[src/rtl/harvos_pkg.sv]
// Shared types for the HarvOS memory arbiter.
// States and policy selectors used by the arbiter and its picker.
package harvos_pkg;

   typedef enum logic {
      IDLE = 1'b0,
      BUSY = 1'b1
   } arb_state_e;

   localparam logic ARB_FIXED = 1'b0;
   localparam logic ARB_RR    = 1'b1;

endpackage

[src/rtl/harvos_arb_pick.sv]
// Combinational winner picker: fixed priority with a
// starvation override, or round-robin after rr_ptr.
module harvos_arb_pick
   import harvos_pkg::*;
#(
   parameter int N  = 3,
   parameter int IW = $clog2(N)
) (
   input  logic [N-1:0]  req,
   input  logic [IW-1:0] rr_ptr,
   input  logic          mode,
   input  logic [N-1:0]  starve_vec,
   output logic [IW-1:0] idx,
   output logic [N-1:0]  gnt,
   output logic          valid
);

   logic [N-1:0] starved;
   logic [N-1:0] one;

   assign starved = req & starve_vec;
   assign one     = {{(N-1){1'b0}}, 1'b1};

   always_comb begin
      logic found;
      int   j;
      found = 1'b0;
      j     = 0;
      idx   = '0;
      valid = |req;
      if (mode == ARB_RR) begin
         for (int k = 1; k <= N; k++) begin
            j = int'(rr_ptr) + k;
            if (j >= N) j = j - N;
            if (!found && req[j]) begin
               idx   = IW'(j);
               found = 1'b1;
            end
         end
      end else if (|starved) begin
         for (int i = 0; i < N; i++) begin
            if (!found && starved[i]) begin
               idx   = IW'(i);
               found = 1'b1;
            end
         end
      end else begin
         for (int i = 0; i < N; i++) begin
            if (!found && req[i]) begin
               idx   = IW'(i);
               found = 1'b1;
            end
         end
      end
      gnt = valid ? (one << idx) : '0;
   end

endmodule

[src/rtl/harvos_mem_arbiter.sv]
// N-master arbiter for the shared RAM port with aging,
// single-outstanding owner tracking and response timeout.
module harvos_mem_arbiter
   import harvos_pkg::*;
#(
   parameter int N_MASTERS    = 3,
   parameter int AW           = 32,
   parameter int DW           = 32,
   parameter int RR_EN        = 0,
   parameter int STARVE_LIMIT = 15,
   parameter int TIMEOUT      = 255
) (
   input  logic                      clk,
   input  logic                      rst_n,
   input  logic [N_MASTERS-1:0]      m_req,
   input  logic [N_MASTERS-1:0]      m_we,
   input  logic [N_MASTERS*DW/8-1:0] m_be,
   input  logic [N_MASTERS*AW-1:0]   m_addr,
   input  logic [N_MASTERS*DW-1:0]   m_wdata,
   output logic [N_MASTERS-1:0]      m_gnt,
   output logic [DW-1:0]             m_rdata,
   output logic [N_MASTERS-1:0]      m_rvalid,
   output logic [N_MASTERS-1:0]      m_fault,
   output logic                      s_req,
   output logic                      s_we,
   output logic [DW/8-1:0]           s_be,
   output logic [AW-1:0]             s_addr,
   output logic [DW-1:0]             s_wdata,
   input  logic [DW-1:0]             s_rdata,
   input  logic                      s_rvalid,
   input  logic                      s_fault,
   output logic                      busy,
   output logic [$clog2(N_MASTERS)-1:0] owner_idx,
   output logic                      timeout_evt
);

   localparam int IW = $clog2(N_MASTERS);
   localparam int BW = DW / 8;
   localparam int SW = (STARVE_LIMIT > 0) ?
                       $clog2(STARVE_LIMIT + 1) : 1;
   localparam int TW = (TIMEOUT > 0) ?
                       $clog2(TIMEOUT + 1) : 1;
   localparam bit AGE_ON = (RR_EN == 0) &&
                           (STARVE_LIMIT > 0);

   arb_state_e          state_q, state_d;
   logic [IW-1:0]       owner_q, owner_d;
   logic [IW-1:0]       rr_ptr_q, rr_ptr_d;
   logic [TW-1:0]       timer_q, timer_d;
   logic [SW-1:0]       age_q [N_MASTERS];
   logic [SW-1:0]       age_d [N_MASTERS];

   logic [N_MASTERS-1:0] req_ok;
   logic [N_MASTERS-1:0] starve;
   logic [N_MASTERS-1:0] pick_gnt;
   logic [IW-1:0]        pick_idx;
   logic                 pick_vld;
   logic                 expire;
   logic                 mode;

   // Requests are masked during reset so no grant can leak out.
   assign req_ok    = m_req & {N_MASTERS{rst_n}};
   assign mode      = (RR_EN != 0) ? ARB_RR : ARB_FIXED;
   assign busy      = (state_q == BUSY);
   assign owner_idx = owner_q;
   assign m_rdata   = s_rdata;
   assign expire    = (TIMEOUT > 0) &&
                      (timer_q == TW'(TIMEOUT - 1));

   harvos_arb_pick #(
      .N  (N_MASTERS),
      .IW (IW)
   ) u_pick (
      .req        (req_ok),
      .rr_ptr     (rr_ptr_q),
      .mode       (mode),
      .starve_vec (starve),
      .idx        (pick_idx),
      .gnt        (pick_gnt),
      .valid      (pick_vld)
   );

   always_comb begin
      for (int i = 0; i < N_MASTERS; i++) begin
         starve[i] = AGE_ON &&
                     (age_q[i] >= SW'(STARVE_LIMIT));
      end
   end

   // Counters run in BUSY as well; saturate at the limit.
   always_comb begin
      for (int i = 0; i < N_MASTERS; i++) begin
         age_d[i] = '0;
         if (AGE_ON && req_ok[i] && !m_gnt[i]) begin
            age_d[i] = starve[i] ? age_q[i] :
                       age_q[i] + 1'b1;
         end
      end
   end

   always_comb begin
      state_d     = state_q;
      owner_d     = owner_q;
      rr_ptr_d    = rr_ptr_q;
      timer_d     = timer_q;
      m_gnt       = '0;
      m_rvalid    = '0;
      m_fault     = '0;
      timeout_evt = 1'b0;
      s_req       = 1'b0;
      s_we        = 1'b0;
      s_be        = '0;
      s_addr      = '0;
      s_wdata     = '0;
      unique case (state_q)
         IDLE: begin
            timer_d = '0;
            if (pick_vld) begin
               s_req    = 1'b1;
               s_we     = m_we[pick_idx];
               s_be     = m_be[pick_idx*BW +: BW];
               s_addr   = m_addr[pick_idx*AW +: AW];
               s_wdata  = m_wdata[pick_idx*DW +: DW];
               m_gnt    = pick_gnt;
               owner_d  = pick_idx;
               rr_ptr_d = pick_idx;
               state_d  = BUSY;
            end
         end
         BUSY: begin
            if (s_rvalid) begin
               m_rvalid[owner_q] = 1'b1;
               m_fault[owner_q]  = s_fault;
               state_d           = IDLE;
            end else if (expire) begin
               m_rvalid[owner_q] = 1'b1;
               m_fault[owner_q]  = 1'b1;
               timeout_evt       = 1'b1;
               state_d           = IDLE;
            end else begin
               timer_d = timer_q + 1'b1;
            end
         end
         default: state_d = IDLE;
      endcase
   end

   always_ff @(posedge clk or negedge rst_n) begin
      if (!rst_n) begin
         state_q  <= IDLE;
         owner_q  <= '0;
         rr_ptr_q <= IW'(N_MASTERS - 1);
         timer_q  <= '0;
         for (int i = 0; i < N_MASTERS; i++) begin
            age_q[i] <= '0;
         end
      end else begin
         state_q  <= state_d;
         owner_q  <= owner_d;
         rr_ptr_q <= rr_ptr_d;
         timer_q  <= timer_d;
         for (int i = 0; i < N_MASTERS; i++) begin
            age_q[i] <= age_d[i];
         end
      end
   end

endmodule

[config.mk]
export PLATFORM = sky130hd
export DESIGN_NAME = harvos_mem_arbiter
export DESIGN_NICKNAME = d
export VERILOG_FILES = /design/src/rtl/harvos_pkg.sv /design/src/rtl/harvos_arb_pick.sv /design/src/rtl/harvos_mem_arbiter.sv
export SDC_FILE = /design/constraint.sdc
export NUM_CORES = 1
export LEC_CHECK = 0
export ABC_AREA = 1
export CAP_MARGIN = 20
export CELL_PAD_IN_SITES_DETAIL_PLACEMENT = 0
export CELL_PAD_IN_SITES_GLOBAL_PLACEMENT = 1
export CORE_ASPECT_RATIO = 0.7
export CORE_MARGIN = 10
export CORE_UTILIZATION = 18
export DETAILED_ROUTE_END_ITERATION = 6
export GPL_TIMING_DRIVEN = 0
export PLACE_DENSITY_LB_ADDON = 0.1
export SYNTH_ARGS = -nofsm -noshare
export SYNTH_HDL_FRONTEND = slang
export SYNTH_SLANG_ARGS = --single-unit
[constraint.sdc]
create_clock -name clk -period 4.29 [get_ports clk]
set_input_delay 0.858 -clock clk [delete_from_list [all_inputs] [get_ports clk]]
set_output_delay 0.858 -clock clk [all_outputs]
set_load 0.03 [all_outputs]
==> flow_summary.yaml <==
outcome:
  status: "completed"
global_route:
  grt_overflow_total: 0
  grt_max_degree: 20
  grt_pass1_vias: 4881
  grt_antenna_before_repair: 0
  grt_usage_pct: 15.4
  grt_pass1_wl_mm: 29.8
placement:
  preCtsSetupSlack_ps: -587
  hpwl_mm: 17.5
  io_buffer_count: 328
  place_congestion: 0.796
  place_area_um2: 6950
sta:
  tightest_slew_ps: 453
  drv_slew: 0
  rsz0062_at_grt: "false"
  tns_ps: 0
  whs_ps: 520
  finalSetupViolations: 0
  hold_viol_final: 0
  skew_ps: 4.54
  post-route-min-period_ps: 4030
  finalWorstSetupSlack_ps: 259
  fmaxAchievable_mhz: 248
  min_period_over_period_pct: 94.0
  slew_headroom_pct: 69.5
floorplanning:
  rows: 41
  fp.dieH_um: 134
  io_pins: 361
  die_w_um: 183
  start_util_pct: 18.5
  core_um2: 18100
  dieArea_um2: 24500
clock_network:
  hold_buffers: 0
  cts.path.max_buffers: 2
  clkLatencyLatePin_ps: 260
  cts-buffers-inserted: 3
  clock_sinks: 23
  clk_pin_slew_ps: 70
  clockRootBuffer: "clkbuf_16"
  h-tree-depth: 1
  cts_tree: "done"
logic_synthesis:
  synthesis.area_um2: 3340
  synth-edff-count: 0
  synthFlopType: "dfrtp_1"
  yosysWarnings: 0
  syn_avg_cell_area_um2: 5.17
  synth_area_leaders: "nand2_1 51%, dfrtp_1 17%, buf_4 7.4%"
  synth_top_area_share_pct: 50.7
  synth_cell_types: 27
  synthCells: 647
  syn_nets: 898
  yosysSeqAreaShare_pct: 17.2
  synth_top_area_cell: "nand2_1"
  synthArstFlopShare_pct: 100
  ys_seq_elements: 23
setup_path:
  rr_worst_depth: 11
  worst_setup_path_start_kind: "primary input"
  crit_required_ps: 3430
  crit_path_cell_trace: "clkdlybuf4s18_2, buf_16, nand2_1, nor2_2, inv_1, nand2_1, nand2_4, inv_4, buf_6, nand2_4, inv_1, clkdlybuf4s50_1"
  crit_slowest_cell: "clkdlybuf4s50_1"
  max_stage_delay_ps: 670
  r2r_setup_slack_ps: 2410
  critical_path_arrival_ps: 3170
  rr_endpoint: "age_q[8]$_DFFE_PN0P_"
  worstSetupEndpointType: "output pin"
  path_class: "in2out"
  worstPathMaxFanout: 19
  r2r-start: "age_q[8]$_DFFE_PN0P_"
worst_hold_path:
  hold_end: "age_q[9]$_DFFE_PN0P_"
  min_from: "age_q[9]$_DFFE_PN0P_"
  worstHoldPathCells: 2
  holdCritPathClass: "reg2reg"
drt:
  wl_per_cell_um: 16.9
  firstDrtPassIters: 4
  postRouteWirelength_mm: 20.6
  viasPerCell: 3.99
  drc_errors: 0
  postRouteAntennaNets: 0
  vias: 4860
  drtIter0Drc: 200
finish:
  nets: 1234
  drive_gt1_share_pct: 8.55
  area_growth_pct: 116
  final_area_um2: 7230
  nFillCells: 2004
flow_run:
  maxCapViolCount: 0
power_and_ir_drop:
  vdd_drop_max_uv: 121
  power_density_nw_per_um2: 198
  leakage_uw: 0.00454
  power_uw: 1430
## cell usage in the layout, fill, tap and decap left out, types with 2 or more instances in the layout
cell / count
o21ai_0: 11
inv_1: 25
a21oi_1: 7
clkdlybuf4s50_1: 258
nand4_1: 7
a21oi_2: 2
xor2_1: 3
dfrtp_1: 23
nand2_4: 3
nor2_1: 20
nor2_4: 2
nor2_2: 2
nand2_1: 451
clkbuf_16: 3
buf_4: 37
buf_6: 8
nand3_1: 12
clkbuf_4: 2
buf_2: 16
dlymetal6s2s_1: 69
ha_1: 5
xnor2_1: 2
nor3_1: 3
## worst max path at each step
stage / endpoint / slack (ps) / startpoint
6_report: m_gnt[1] / 260 / rst_n
2_1_floorplan: s_addr[25] / 1430 / m_req[1]
4_1_cts: s_wdata[1] / 2 / rst_n
3_3_place_gp: s_addr[24] / -1100 / rst_n
5_1_grt: m_gnt[1] / 70 / rst_n
3_5_place_dp: s_wdata[1] / -590 / rst_n
## report_power, final
part           switching (uW)  total (uW)  internal (uW)  leakage (uW)
logic                     523         978            455       0.00419
clock network            85.7         212            126     0.0000409
registers                10.9         241            230      0.000313
total                     620        1430            811       0.00454
## logic make-up (layout without fill, tap and decap cells)
group                    Yosys count  after routing  share of synthesized area (%)
flip-flops                        23             23                           17.2
AO/OA/AOI/OAI                     22             22                           3.56
XOR/XNOR                           5              5                           1.31
AND/OR/NAND/NOR                  504            504                           59.8
other                              0              1                              0
buffers and inverters             88            423                           16.2
adder cells (fa/ha/maj)            5              5                           1.87
## Yosys cell counts, types with 2 or more instances
library cell,number
nor2_1,20
nor3_1,3
buf_2,20
nor2_4,2
a21oi_2,2
xnor2_1,2
buf_4,33
a21oi_1,7
nand2_4,3
nor2_2,2
nand4_1,7
buf_6,8
dfrtp_1,23
nand2_1,451
inv_1,25
o21ai_0,11
ha_1,5
xor2_1,3
nand3_1,12
## layout make-up
class | instances | area [um^2] | area share [%]
clock buffer | 3 | 75.1 | 1.04
clock inverter | 1 | 5.00 | 0.0692
antenna | 1 | 2.50 | 0.0346
tap | 236 | 295 | 4.09
multi-input combinational | 536 | 2220 | 30.8
sequential | 23 | 576 | 7.96
inverter | 27 | 104 | 1.44
buffer | 61 | 448 | 6.20
timing repair buffer | 331 | 3500 | 48.4
## registers in the layout, indices dropped and copies added, names as in the netlist
signal / count
age_q: 12
timer_q: 8
owner_idx: 2
busy: 1
## routing by layer
layer  part of all wire, %  routed length [um]  track usage [%]  up-vias
met1                    41                8340             17.5     2053
met4                  0.73                 151             2.01        0
met2                    48                9930             27.1      206
li1                      -                   -                -     2595
met3                    10                2140             6.15        6
met5                     0                   0                0        -
## worst max-delay path: cells and delay by family
kind / cells / cell delay (ps)
buffers and inverters: 7 / 1700
and+or+nand+nor: 5 / 600
## stage by stage
| step | util, % | cells |
|---|---|---|
| after CTS | 38.9 | 1218 |
| after global routing | 39.9 | 1218 |
| after floorplan | - | 647 |
| after detailed placement | 38.4 | 1212 |
| final | 39.9 | 1219 |
| after global placement | 38.2 | 1211 |
## repair_timing
action	in CTS	in global routing
resized for setup	5	72
pin swaps	1	0
setup endpoints to repair	72	69
buffers inserted	2	0
Note: power is estimated with default switching activity, not from simulation.
==> variant (config.mk and constraints unchanged) <==
The parameter `TIMEOUT` goes from 255 to 510.
--- a/src/rtl/harvos_mem_arbiter.sv
+++ b/src/rtl/harvos_mem_arbiter.sv
@@ -10,3 +10,3 @@
    parameter int STARVE_LIMIT = 15,
-   parameter int TIMEOUT      = 255
+   parameter int TIMEOUT      = 510
 ) (
Function: same outputs for any inputs over 4 cycles, from zero or initial values and one cycle with rst_n low; that may be too few to reach the edited logic, so the function may still have changed.
==> variant against the unedited design <==
Sequential cell count is 1 higher. Worst setup slack worse by 0.035 ns. Power is 1.1% higher. Routed wire length is 7.0% higher. Synthesized cell count is 2.6% higher. Final area is 0.81% higher. Sequential share of layout area is 0.28 points higher. Sequential power is 4% higher. Global-route usage is 0.19 points higher. Synthesized area is 4.5% higher. Final cell count is 3.4% higher. Via count is 6.0% higher.
==> variant: results (changes against the unedited design) <==
<table>
<tr><th>Metric</th><th>Value</th></tr>
<tr><th colspan="2">Power and ir drop</th></tr>
<tr><td>Static power due to leakage</td><td>0.004098 uW (was 0.004540 uW)</td></tr>
<tr><td>Maximum vdd drop</td><td>0.1382 mV (was 0.1214 mV)</td></tr>
<tr><th colspan="2">Drt</th></tr>
<tr><td>Post-Route WL</td><td>22000 um (was 20560 um)</td></tr>
<tr><td>Detailed router's first-iteration violation count</td><td>308 (was 200)</td></tr>
<tr><th colspan="2">Global route</th></tr>
<tr><td>Grt met2 use</td><td>27.25% (was 27.12%)</td></tr>
<tr><td>Overall track demand over capacity in global routing</td><td>15.56% (was 15.37%)</td></tr>
<tr><td>Met3 usage in global routing</td><td>5.796% (was 6.154%)</td></tr>
<tr><td>Via count of the first global-routing pass</td><td>5085 (was 4881)</td></tr>
<tr><td>Pin count of the biggest net entering global routing</td><td>19 (was 20)</td></tr>
<tr><td>Met1 global-route usage</td><td>18.57% (was 17.49%)</td></tr>
<tr><td>Wire length of the first global-routing pass</td><td>31350 um (was 29810 um)</td></tr>
<tr><th colspan="2">Cells and area</th></tr>
<tr><td>Total Nets Final</td><td>1249 (was 1234)</td></tr>
<tr><td>Diode count</td><td>0 (was 1)</td></tr>
<tr><td>Finished Layout Cells</td><td>1261 (was 1219)</td></tr>
<tr><th colspan="2">Critical path</th></tr>
<tr><td>Crit Reg-Reg Endpoint</td><td>age_q[11] (was age_q[8])</td></tr>
<tr><td>Arrival time reported for the critical path endpoint</td><td>3.21 ns (was 3.17 ns)</td></tr>
<tr><td>Critical-path maximum fanout</td><td>10 (was 19)</td></tr>
<tr><th colspan="2">Timing</th></tr>
<tr><td>Tmin final</td><td>4.066 ns (was 4.031 ns)</td></tr>
<tr><th colspan="2">Placed design</th></tr>
<tr><td>Placer congestion estimate</td><td>0.7790 (was 0.7963)</td></tr>
<tr><td>Number of placed instances, taps included</td><td>1257 (was 1212)</td></tr>
<tr><td>Setup WS pre-CTS</td><td>-0.5589 ns (was -0.5868 ns)</td></tr>
<tr><td>DP HPWL</td><td>18550 um (was 17480 um)</td></tr>
<tr><th colspan="2">Clock tree</th></tr>
<tr><td>Post-CTS Setup Inserts</td><td>0 (was 2)</td></tr>
<tr><th colspan="2">Synthesis</th></tr>
<tr><td>Number of unique standard cell types used by synthesis</td><td>29 (was 27)</td></tr>
<tr><td>Share of synthesized area occupied by flip-flops and latches</td><td>17.20% (was 17.22%)</td></tr>
<tr><td>Synthesized netlist cell count</td><td>664 (was 647)</td></tr>
<tr><td>Post-Synthesis Net Count</td><td>915 (was 898)</td></tr>
<tr><th colspan="2">Outcome</th></tr>
<tr><td>Status</td><td>finished, final reports clean (unchanged)</td></tr>
</table>
## variant: repair_timing
item	4_1_cts	5_1_grt
endpoints found under the setup margin	72	57
hold buffers	0	0
resized for setup	16	37
## variant: worst min path at each step
| stage | startpoint | endpoint | slack (ns) | cells after the start |
|---|---|---|---|---|
| final | rst_n | owner_idx[0] | 0.47 | 1 |
| after global routing | rst_n | owner_idx[0] | 0.48 | 1 |
| after CTS | timer_q[2] | timer_q[2] | 0.56 | 2 |
| after detailed placement | timer_q[3] | timer_q[3] | 0.53 | 2 |
| after global placement | timer_q[7] | timer_q[7] | 0.53 | 2 |
| after floorplan | timer_q[7] | timer_q[7] | 0.50 | 2 |
## variant: logic make-up after synthesis
| group | share of synthesized area, % |
|---|---|
| fa+ha+maj | 1.792 |
| buf+inv | 15.27 |
| simple gates | 59.75 |
| compound gates | 3.728 |
| flops | 17.20 |
| xor+xnor | 2.258 |
## variant: layer usage
metal | routed length [um] | vias up
li1 | - | 2715
met1 | 9165 | 2197
met2 | 10690 | 236
met3 | 2049 | 6
met4 | 97 | 0
met5 | 0 | -
## variant: final cells by class
type                       count  area share, %
timing repair buffer         329          46.34
multi-input combinational    547          32.35
sequential                    24          8.242
buffer                        68          6.027
tap                          264          4.533
inverter                      25          1.288
clock buffer                   4          1.219
## variant: stage by stage
step	instance area (um2)	hold slack, ns
finish	7287	0.4673
CTS	7206	0.5580
floorplan	3491	0.4958
global route	7287	0.4783
detailed placement	7132	0.5305
global placement	7104	0.5272
## variant: where the power goes
part	total (uW)	switching (uW)	internal, uW
registers	250	10.4	239
clock network	228	85.2	143
logic	970	525	445
